**config.mk**
```make
export PLATFORM = sky130hd
export DESIGN_NAME = pwm_capture
export DESIGN_NICKNAME = d
export VERILOG_FILES = /design/src/rtl/pwm_capture.sv
export SDC_FILE = /design/constraint.sdc
export NUM_CORES = 1
export LEC_CHECK = 0
export ABC_AREA = 1
export BUFFER_PORTS_ARGS = -buffer_cell sky130_fd_sc_hd__buf_2
export CAP_MARGIN = 10
export CORE_ASPECT_RATIO = 1.4
export CORE_MARGIN = 1
export CORE_UTILIZATION = 51
export CTS_CLUSTER_DIAMETER = 200
export DETAILED_ROUTE_END_ITERATION = 10
export GPL_TIMING_DRIVEN = 1
export PLACE_DENSITY = 0.74
export SLEW_MARGIN = 20
export SYNTH_ARGS = -nofsm -noshare
export SYNTH_HDL_FRONTEND = slang
export SYNTH_SLANG_ARGS = --single-unit
export TNS_END_PERCENT = 20
```
**constraint.sdc**
```tcl
create_clock -name clk -period 1.55 [get_ports clk]
set_clock_uncertainty 0.2 [all_clocks]
set_input_delay 0.155 -clock clk [delete_from_list [all_inputs] [get_ports clk]]
set_output_delay 0.155 -clock clk [all_outputs]
set_load 0.02 [all_outputs]
```
**src/rtl/pwm_capture.sv**
```systemverilog
// PWM frame capture: measures rise-to-rise period and high time, reports timeouts on static input.
// Optional glitch filter on the synchronized input is enabled by defining GLITCH_FILTER_EN.
module pwm_capture #(
   parameter int CNT_W       = 16,
   parameter int MAX_PERIOD  = 1023,
   parameter int SYNC_STAGES = 2,
   parameter int FILT_LEN    = 3
) (
   input  logic             clk,
   input  logic             rst,
   input  logic             sin,
   output logic [CNT_W-1:0] period,
   output logic [CNT_W-1:0] high_time,
   output logic             valid,
   output logic             timeout,
   output logic             level
);

   localparam logic [0:0]       IDLE    = 1'b0;
   localparam logic [0:0]       MEASURE = 1'b1;
   localparam logic [CNT_W-1:0] MAXP    = CNT_W'(MAX_PERIOD);
   localparam logic [CNT_W-1:0] ONE     = CNT_W'(1);

   logic [SYNC_STAGES-1:0] sync;
   logic                   s;
   logic                   f;
   logic                   f_d;
   logic                   rise;
   logic [0:0]             state;
   logic [CNT_W-1:0]       pcnt;
   logic [CNT_W-1:0]       hcnt;

   always_ff @(posedge clk) begin
      if (rst) begin
         sync <= '0;
      end else begin
         sync <= {sync[SYNC_STAGES-2:0], sin};
      end
   end

   assign s = sync[SYNC_STAGES-1];

`ifdef GLITCH_FILTER_EN
   // f follows s only once s has disagreed with it for FILT_LEN cycles in a row
   localparam int FW = (FILT_LEN > 1) ? $clog2(FILT_LEN) : 1;
   logic [FW-1:0] fcnt;

   always_ff @(posedge clk) begin
      if (rst) begin
         f    <= 1'b0;
         fcnt <= '0;
      end else if (s != f) begin
         if (fcnt == FW'(FILT_LEN - 1)) begin
            f    <= s;
            fcnt <= '0;
         end else begin
            fcnt <= fcnt + FW'(1);
         end
      end else begin
         fcnt <= '0;
      end
   end
`else
   localparam int unused_filt_len = FILT_LEN;
   assign f = s;
`endif

   always_ff @(posedge clk) begin
      if (rst) begin
         f_d <= 1'b0;
      end else begin
         f_d <= f;
      end
   end

   assign rise = f & ~f_d;

   // A rise always wins over a coinciding timeout; the rise cycle itself counts as high
   always_ff @(posedge clk) begin
      if (rst) begin
         state     <= IDLE;
         pcnt      <= '0;
         hcnt      <= '0;
         period    <= '0;
         high_time <= '0;
         valid     <= 1'b0;
         timeout   <= 1'b0;
         level     <= 1'b0;
      end else begin
         valid   <= 1'b0;
         timeout <= 1'b0;
         case (state)
            IDLE: begin
               if (rise) begin
                  pcnt  <= ONE;
                  hcnt  <= ONE;
                  state <= MEASURE;
               end else if (pcnt == MAXP) begin
                  timeout <= 1'b1;
                  level   <= f;
                  pcnt    <= '0;
               end else begin
                  pcnt <= pcnt + ONE;
               end
            end
            MEASURE: begin
               if (rise) begin
                  period    <= pcnt;
                  high_time <= hcnt;
                  valid     <= 1'b1;
                  pcnt      <= ONE;
                  hcnt      <= ONE;
               end else if (pcnt == MAXP) begin
                  timeout <= 1'b1;
                  level   <= f;
                  pcnt    <= '0;
                  hcnt    <= '0;
                  state   <= IDLE;
               end else begin
                  pcnt <= pcnt + ONE;
                  hcnt <= hcnt + CNT_W'(f);
               end
            end
            default: begin
               state <= IDLE;
               pcnt  <= '0;
               hcnt  <= '0;
            end
         endcase
      end
   end

endmodule

```
; Yosys cells after proc, flatten, opt, wreduce, memory -nomap -nowiden
; Index checks and enable logic that the tools add are counted.
[word_totals]
register_bits = 71
inputBits = 3
out_inout_bits = 35
wordCells = 37
[classes]
n_addsub = 2
eq_ne = 2
n_mux = 13
n_bitwise = 4
reduce_logical = 5
[ops]
columns = operator, count
row1 = 16-bit two-way mux, 3
row2 = 16-bit one-hot mux with 2 select lines, 1
row3 = 16-bit by 1-bit adder with 16-bit output, 1
row4 = 16-bit by 1-bit adder with 16-bit output (second input constant), 1
row5 = 16-bit by 10-bit equality test with 1-bit output (second input constant), 1
row6 = 1-bit two-way mux, 8
row7 = 2-bit AND reduction, 2
row8 = 2-bit OR reduction, 2
row9 = 1-bit inverter, 3
row10 = 3-bit OR reduction, 1
row11 = 2-bit inequality test (second input constant), 1
row12 = 1-bit one-hot mux with 2 select lines, 1
row13 = 1-bit AND, 1

; Depth between registers and ports, before layout
; Gate-level depths: netlist of run 1.
[logic_depth]
word_depth = 4
mapped_depth = 10
mapped_depth_nobuf = 10

; Least setup slack after synthesis of run 1
; Ideal clock, no wire load.
[synth_timing]
path_kind = reg-to-reg
start = register pcnt[0]
end = register hcnt[10]
arrival_ns = 1.288
slack_ns = -0.070
path_stages_with_launch = 10
path_buffers = 1
period_less_slack_ns = 1.620
path_cell_list = dfxtp_1 > ha_1 > nand2_1 > nor2_2 > nand2_2 > nor2_4 > nor2_2 > buf_6 > nand2_1 > a21oi_1
[synth_via]
elab_chain_cells = 4
[synth_rtl]
columns = item, line_no
row1 = from (decl), 30  ; logic [CNT_W-1:0] pcnt;
row2 = from (signal assigned), 103  ; pcnt <= pcnt + ONE;
row3 = from (signal assigned), 120  ; pcnt <= pcnt + ONE;
row4 = 16-bit by 10-bit equality test with 1-bit output, 113  ; end else if (pcnt == MAXP) begin
row5 = 16-bit two-way mux, 113
row6 = 16-bit two-way mux, 107  ; if (rise) begin
row7 = 16-bit one-hot mux with 2 select lines, 92  ; case (state)
row8 = to (signal assigned), 121  ; hcnt <= hcnt + CNT_W'(f);
row9 = to (decl), 31  ; logic [CNT_W-1:0] hcnt;
; Every way passes these cells.
; A chain may end at the register's enable or synchronous reset.

; Final worst setup path of run 1
[layout_timing]
start = register pcnt[0]
end = register hcnt[11]
; Same word-level chain as after synthesis.

==> out/metrics.cfg, run 1 <==
[run_status]
outcome = finished with violations
failed_checks = setup timing

[pwr]
p_leak_nw = 1.62
p_per_area_mw_per_mm2 = 885
peakVddDrop_mv = 0.644

[synthesis]
syn_area_sq_mm = 0.00304
avgSynthCellArea_sq_um = 7.32
synth-seq-cells = 71
syn_inst = 415
ys.flop_type = dfxtp_1
synth_warnings = 0
synth_edf_count = 0
syn-num-nets = 421
seq_area_frac_synth_pct = 46.8
async_flop_share_pct = 0
synthDistinctLibCells = 31

[worst_setup_path]
path_class = reg2reg
critPathRequiredTime_ns = 1.58
startpoint_type = register
cp.arrival_ns = 1.63
end_kind = register
cp_max_fo = 15

[timing]
rsz0062_at_grt = yes
fin_ws_ns = -0.0532
tightest_slew_ns = 0.473
fin_hold_ws_ns = 0.103
setup_viol = 24
slew_viol_final = 0
max_freq_mhz = 624
maxSlewHeadroom_pct = 68.5
hold_viol = 0
period_share_pct = 103
fin_crit_ns = 1.60

[worst_hold_path]
hp-class = in2reg

[run]
max_cap_violations = 0

[global_routing]
grt_remaining_overflow = 0
grt_usage_pct = 26.2
grt_pass1_wl_microns = 12300
grt_pass1_vias = 2928
antenna_found_initial = 0
grt_max_degree = 47

[floorplan]
pin_count = 38
die-area_sq_mm = 0.00627
start_util_pct = 54.2
coreArea_sq_mm = 0.00561
fp.dieW_microns = 67.2
row_count = 32
dieHeight_microns = 93.3

[place]
dp_slack_ns = -0.250
hpwl_microns = 5170
gp_congestion = 0.883
io_buffer_count = 37

[cts]
insertion_delay_ns = 0.36
clk_pin_slew_ns = 0.08
cts_tree = built
clockBufferDepth = 2
cts_max_level = 3
cts-root-buf = clkbuf_8
clock_sinks = 71
cts_buffers = 9

[finish]
final_cell_mix = nand2_1, dfxtp_1, buf_4, a21oi_1, nand3_1
n_antenna_cell = 0
nets = 508
syn_to_final_growth_pct = 31.8
drive_above_1_share_pct = 29.4
final_util_pct = 71.4
final_common_cell = nand2_1

[drt]
wire_per_inst_microns = 13.2
routed_wl_microns = 7610
postRouteAntennaNets = 0
drcViolationCount = 0
drt_iter0_markers = 150
viasPerCell = 5.18
drt_first_pass_iters = 4
vias = 2980

where the power goes:
part / switching, mW / internal (mW)
sequential: 0.0118 / 1.84
clock: 0.753 / 0.759
combinational: 0.112 / 0.0682
critical path, cell delays in order, from the launching register on:
cell and delay (ns):
dfxtp_2 0.36, ha_4 0.15, nand2_4 0.06, nor2_4 0.13, nand2_4 0.07, nor2_4 0.17
nor2_4 0.05, buf_12 0.14, nand2_1 0.07, a21oi_1 0.07
metrics by stage:
stage	instances	total power [mW]	cell area, sq um	setup TNS, ns
2_1_floorplan	415	1.99	3060	-0.000223
3_3_place_gp	554	2.04	3640	-2.26
3_5_place_dp	554	2.04	3640	-3.19
4_1_cts	573	3.55	3940	-0.0357
5_1_grt	575	3.65	4000	-2.82
6_report	575	3.54	4000	-0.540
cell type report:
type | count | area [sq um]
clock buffers | 9 | 124
clock inverters | 7 | 77.6
fillers | 460 | 1600
inverters | 29 | 109
multi-input cells | 296 | 1520
flip-flops and latches | 71 | 1430
well taps | 68 | 85.1
repair buffers | 95 | 656
sequential cells by signal, indices dropped and copies added, names as in the netlist:
signal,flops
hcnt,16
high_time,16
pcnt,16
period,16
sync,2
f_d,1
level,1
state,1
timeout,1
valid,1
per-layer routing:
layer  track usage, %  part of all wire [%]  up-vias
met3             6.46                   3.2       21
met1             26.5                    39     1370
met2             47.1                    54       67
li1                 -                     -     1522
met4             14.7                   3.3        0
met5                0                     0        -
Yosys cell counts (2+ instances only):
library cell / count / area (sq um)
nand2_1: 110 / 413
dfxtp_1: 71 / 1420
a21oi_1: 53 / 265
nand3_1: 44 / 220
nor2_1: 36 / 135
inv_1: 26 / 97.6
o21ai_0: 10 / 50.1
nor3_1: 9 / 45.0
clkbuf_1: 8 / 30.0
xor2_1: 8 / 70.1
buf_2: 7 / 35.0
nor2_2: 5 / 31.3
ha_1: 3 / 37.5
nand4_1: 3 / 18.8
xnor2_1: 3 / 26.3
buf_6: 2 / 22.5
inv_2: 2 / 7.51
nor3b_1: 2 / 15.0
cell families after synthesis:
kind of cell / after synthesis / share of synthesized area (%)
simple gates: 214 / 30.5
flops: 71 / 46.8
compound gates: 67 / 11.3
buf+inv: 49 / 7.00
xor+xnor: 11 / 3.17
fa+ha+maj: 3 / 1.24
final timing paths:
kind / from / to / slack [ns] / cells past startpoint
max: pcnt[0] / hcnt[11] / -0.05 / 9
min reg2reg: sync[0] / sync[1] / 0.22 / 2
max reg2reg: pcnt[0] / hcnt[11] / -0.05 / 9
min: rst / state / 0.10 / 4
timing repair:
item,in CTS,in global routing
pin swaps,10,10
resized for setup,17,15
buffers inserted,2,2
hold buffers,1,0
setup endpoints to repair,44,66
hold endpoints to repair,1,0
cloned,0,1
(Power assumes the default switching activity.)
==> inputs of run 2 (changes only) <==
--- a/config.mk
+++ b/config.mk
@@ -10,11 +10,12 @@
 export CAP_MARGIN = 10
 export CORE_ASPECT_RATIO = 1.4
 export CORE_MARGIN = 1
-export CORE_UTILIZATION = 51
+export CORE_UTILIZATION = 54
+export CTS_BUF_LIST = sky130_fd_sc_hd__clkbuf_8
 export CTS_CLUSTER_DIAMETER = 200
 export DETAILED_ROUTE_END_ITERATION = 10
 export GPL_TIMING_DRIVEN = 1
-export PLACE_DENSITY = 0.74
+export PLACE_DENSITY = 0.87
 export SLEW_MARGIN = 20
 export SYNTH_ARGS = -nofsm -noshare
 export SYNTH_HDL_FRONTEND = slang
==> out/metrics.cfg, run 2 (synthesis gave the netlist of run 1 again) <==
[run_status]
outcome = finished with violations
failed_checks = setup timing

[cts]
insertion_delay_ns = 0.36
clk_pin_slew_ns = 0.07
cts_max_level = 3
cts_buffers = 9
cts_tree = built
clock_sinks = 71
cts-root-buf = clkbuf_8
clockBufferDepth = 2

[place]
hpwl_microns = 5210
gp_congestion = 0.894
placed_cell_area_sq_mm = 0.00359
io_buffer_count = 37

[worst_setup_path]
reg2reg_slack_ns = -0.08
path_cells = buf_4, nand3_2, nor2_4, buf_4, nand4_1, nor2_1, nand2_1, a21oi_2
path_class = reg2reg
critPathRequiredTime_ns = 1.63
critical_path.slowest_cell = dfxtp_2
cp.arrival_ns = 1.72
end_kind = register
rr_endpoint = pcnt[15]
reg2reg_from = pcnt[0]
startpoint_type = register
crit_path_frequent_cell = buf_4
cp_max_fo = 3
max_stage_delay_ns = 0.35
reg2regPathDepth = 8

[finish]
drive_above_1_share_pct = 30.2
n_antenna_cell = 0
final_cell_mix = nand2_1, dfxtp_1, buf_4, a21oi_1, nand3_1
nets = 506
final_area_sq_mm = 0.00398
final_common_cell = nand2_1
final_util_pct = 75.5
syn_to_final_growth_pct = 31.1
num-fill-cells = 350

[timing]
hold_viol = 0
fin_ws_ns = -0.0839
maxSlewHeadroom_pct = 78.3
rsz0062_at_grt = yes
setup_tns_ns = -0.291
fin_hold_ws_ns = 0.0221
setup_viol = 14
period_share_pct = 105
fin_crit_ns = 1.63
tightest_slew_ns = 0.326
max_freq_mhz = 612
slew_viol_final = 0

[floorplan]
fp.dieW_microns = 65.4
die-area_sq_mm = 0.00593
pin_count = 38
start_util_pct = 57.6
row_count = 31
coreArea_sq_mm = 0.00528
dieHeight_microns = 90.7

[pwr]
peakVddDrop_mv = 0.722
p_leak_nw = 1.60
p_per_area_mw_per_mm2 = 838
power_mw = 3.33

[drt]
vias = 3157
viasPerCell = 5.55
postRouteAntennaNets = 0
drcViolationCount = 0
routed_wl_microns = 8570
drt_iter0_markers = 286
drt_first_pass_iters = 5
wire_per_inst_microns = 15.1

[global_routing]
grt_max_degree = 33
grt_usage_pct = 30.2
grt_remaining_overflow = 0
grt_pass1_vias = 3061
grt_pass1_wl_microns = 13700
antenna_found_initial = 0

[worst_hold_path]
worstHoldEndpoint = high_time[1]
min_path_cells = 3
hp-class = in2reg
hp-start = rst

[run]
max_cap_violations = 0

[run 2: how the worst max path moves through the flow]
stage                  from        to
CTS                 pcnt[0]  pcnt[15]
global placement    pcnt[1]  hcnt[14]
floorplan           hcnt[0]  hcnt[14]
detailed placement  pcnt[1]   hcnt[8]
global route        pcnt[0]  pcnt[15]
finish              pcnt[0]  pcnt[15]
[run 2: final cells by class]
type / instances / area [sq um] / share of cell area (%)
Clock buffer: 10 / 138 / 3.46
Tap cell: 66 / 82.6 / 2.07
Clock inverter: 4 / 25.0 / 0.629
Inverter: 29 / 113 / 2.83
Sequential cell: 71 / 1430 / 35.9
Multi-Input combinational cell: 296 / 1560 / 39.2
Timing Repair Buffer: 93 / 637 / 16.0
[run 2: what timing repair did]
action | in CTS | in global routing
pin swaps | 7 | 13
endpoints found under the hold margin | 1 | 0
endpoints found under the setup margin | 44 | 67
setup buffers | 6 | 6
hold buffers | 1 | 0
cloned | 0 | 1
resized for setup | 21 | 24
[run 2: through the flow]
stage          std cells  worst slack (ns)
4_1_cts              567           -0.0164
2_1_floorplan        415         -0.000223
6_report             569           -0.0839
3_5_place_dp         546            -0.265
3_3_place_gp         546            -0.215
5_1_grt              569            -0.149
[run 2: power breakdown]
| part | total, mW | internal (mW) | switching (mW) |
|---|---|---|---|
| registers | 1.85 | 1.84 | 0.0127 |
| logic | 0.198 | 0.0735 | 0.124 |
| clock network | 1.29 | 0.600 | 0.686 |
[run 2: critical path: cells and delay by family (launching register included)]
kind | cells | cell delay [ns]
AO/OA/AOI/OAI | 1 | 0.13
buffers and inverters | 2 | 0.26
flip-flops | 1 | 0.35
AND/OR/NAND/NOR | 5 | 0.63
[run 2: metal layers]
metal	share of wire [%]	track usage, %	vias up
li1	-	-	1514
met1	37	31.9	1493
met2	55	53.8	110
met3	4.4	6.44	40
met4	4.2	16.5	0
met5	0	0	-
==> inputs of run 3 (changes only) <==
--- a/config.mk
+++ b/config.mk
@@ -5,7 +5,6 @@
 export SDC_FILE = /design/constraint.sdc
 export NUM_CORES = 1
 export LEC_CHECK = 0
-export ABC_AREA = 1
 export BUFFER_PORTS_ARGS = -buffer_cell sky130_fd_sc_hd__buf_2
 export CAP_MARGIN = 10
 export CORE_ASPECT_RATIO = 1.4
==> out/metrics.cfg, run 3 <==
[run]
max_cap_violations = 0

[floorplan]
die-area_sq_mm = 0.00577
row_count = 31
start_util_pct = 56.8
fp.dieW_microns = 64.5
pin_count = 38
coreArea_sq_mm = 0.00520
dieHeight_microns = 89.5

[drt]
viasPerCell = 6.22
drcViolationCount = 0
drt_first_pass_iters = 5
drt_iter0_markers = 332
vias = 3272
routed_wl_microns = 10200
postRouteAntennaNets = 0
wire_per_inst_microns = 19.3

[cts]
clockBufferDepth = 2
cts_buffers = 9
cts-root-buf = clkbuf_8
insertion_delay_ns = 0.37
cts_tree = built
clk_pin_slew_ns = 0.08
clock_sinks = 71
cts_max_level = 3

[synthesis]
synth_warnings = 0
synth_edf_count = 0
yosys-top-cells-area = dfxtp_1, nand2_1, a21oi_1, a31oi_1, nand4_1
synth.most_common_cell = nand2_1
synthDistinctLibCells = 39
yosys.area_share.simple_pct = 28.5
ys.flop_type = dfxtp_1
syn_inst = 356
synth.area.mux_share_pct = 0.339
seq_area_frac_synth_pct = 48.2
synth_xor_area_share_pct = 3.56
yosys.area.top_type = dfxtp_1
syn-num-nets = 362
avgSynthCellArea_sq_um = 8.29
syn_area_sq_mm = 0.00295
synth_common_cells = nand2_1, dfxtp_1, a21oi_1
synth-seq-cells = 71
synthAdderAreaFrac_pct = 1.27
synth_compound_area_share_pct = 14.0
synth_top_family_by_area = simple AND/OR/NAND/NOR gates
synthDominantCellAreaShare_pct = 48.2
async_flop_share_pct = 0

[timing]
tightest_slew_ns = 0.466
fin_crit_ns = 1.82
max_freq_mhz = 551
rsz0062_at_grt = yes
maxSlewHeadroom_pct = 69.0
slew_viol_final = 0
fin_ws_ns = -0.265
setup_viol = 36
setup_tns_ns = -5.26
hold_viol = 0
fin_hold_ws_ns = 0.0490
period_share_pct = 117

[worst_setup_path]
rr_endpoint = hcnt[9]
startpoint_type = register
reg2reg_slack_ns = -0.27
cp_max_fo = 6
end_kind = register
reg2reg_from = pcnt[0]
path_class = reg2reg
cp.arrival_ns = 1.89
reg2regPathDepth = 7
critPathRequiredTime_ns = 1.63
crit_start = pcnt[0]

[run_status]
failed_checks = setup timing
outcome = finished with violations

[pwr]
p_leak_nw = 1.63
peakVddDrop_mv = 0.703
power_mw = 3.61
p_per_area_mw_per_mm2 = 854

[place]
dp_slack_ns = -0.190
hpwl_microns = 5360
io_buffer_count = 37
gp_congestion = 0.902
placed_cell_area_sq_mm = 0.00366
dpl.cell_count = 499

[finish]
nets = 461
final_common_cell = nand2_1
drive_above_1_share_pct = 39.6
final_area_sq_mm = 0.00423
final_util_pct = 81.3
final_cell_mix = nand2_1, buf_4, dfxtp_1, buf_2, a21oi_1
n_antenna_cell = 0
instances_no_fill = 526
syn_to_final_growth_pct = 43.2

[global_routing]
grt_remaining_overflow = 0
antenna_found_initial = 0
grt_max_degree = 44
grt_usage_pct = 31.0
grt_pass1_wl_microns = 13400
grt_pass1_vias = 2998

[worst_hold_path]
min_path_cells = 4
worstHoldEndpoint = hcnt[12]
hp-class = in2reg
hp-start = rst

-- run 3: cell families after synthesis --
family,count (synthesis)
AO/OA/AOI/OAI,69
XOR/XNOR,12
adder cells (fa/ha/maj),3
buffers and inverters,29
flip-flops,71
multiplexers,1
AND/OR/NAND/NOR,171
-- run 3: power by group --
part | switching, mW | internal, mW
clock network | 0.774 | 0.732
registers | 0.0191 | 1.84
logic | 0.142 | 0.106
total | 0.935 | 2.67
-- run 3: worst max-delay path by stage --
stage / to / cells after the start
2_1_floorplan: hcnt[9] / 7
3_3_place_gp: hcnt[4] / 5
3_5_place_dp: hcnt[11] / 5
4_1_cts: hcnt[4] / 5
5_1_grt: hcnt[9] / 7
6_report: hcnt[9] / 7
-- run 3: timing repair --
| action | in CTS | in global routing |
|---|---|---|
| setup buffers | 5 | 5 |
| hold endpoints to repair | 1 | 0 |
| resized for setup | 20 | 48 |
| hold buffers | 1 | 0 |
| pin swaps | 9 | 21 |
| setup endpoints to repair | 62 | 63 |
-- run 3: final cells by class --
type,instances,area (sq um)
clock buffer,9,124
clock inverter,7,65.1
fill,290,972
inverter,5,18.8
multi-input combinational,256,1650
sequential,71,1450
tap,66,82.6
timing repair buffer,112,835
-- run 3: critical path, stage by stage (launching register included) --
cell and delay (ns):
dfxtp_4 0.37, ha_4 0.16, and3_4 0.16, a41oi_4 0.23, buf_12 0.16, buf_8 0.13, nand4_1 0.11, mux2i_1 0.20
-- run 3: routing by layer --
layer / share of wire (%) / track usage, % / vias to the layer above
met4: 6.9 / 24.4 / 0
met2: 52 / 55.2 / 207
met1: 34 / 30.9 / 1538
met3: 6.4 / 7.40 / 77
met5: 0 / 0 / -
li1: - / - / 1450
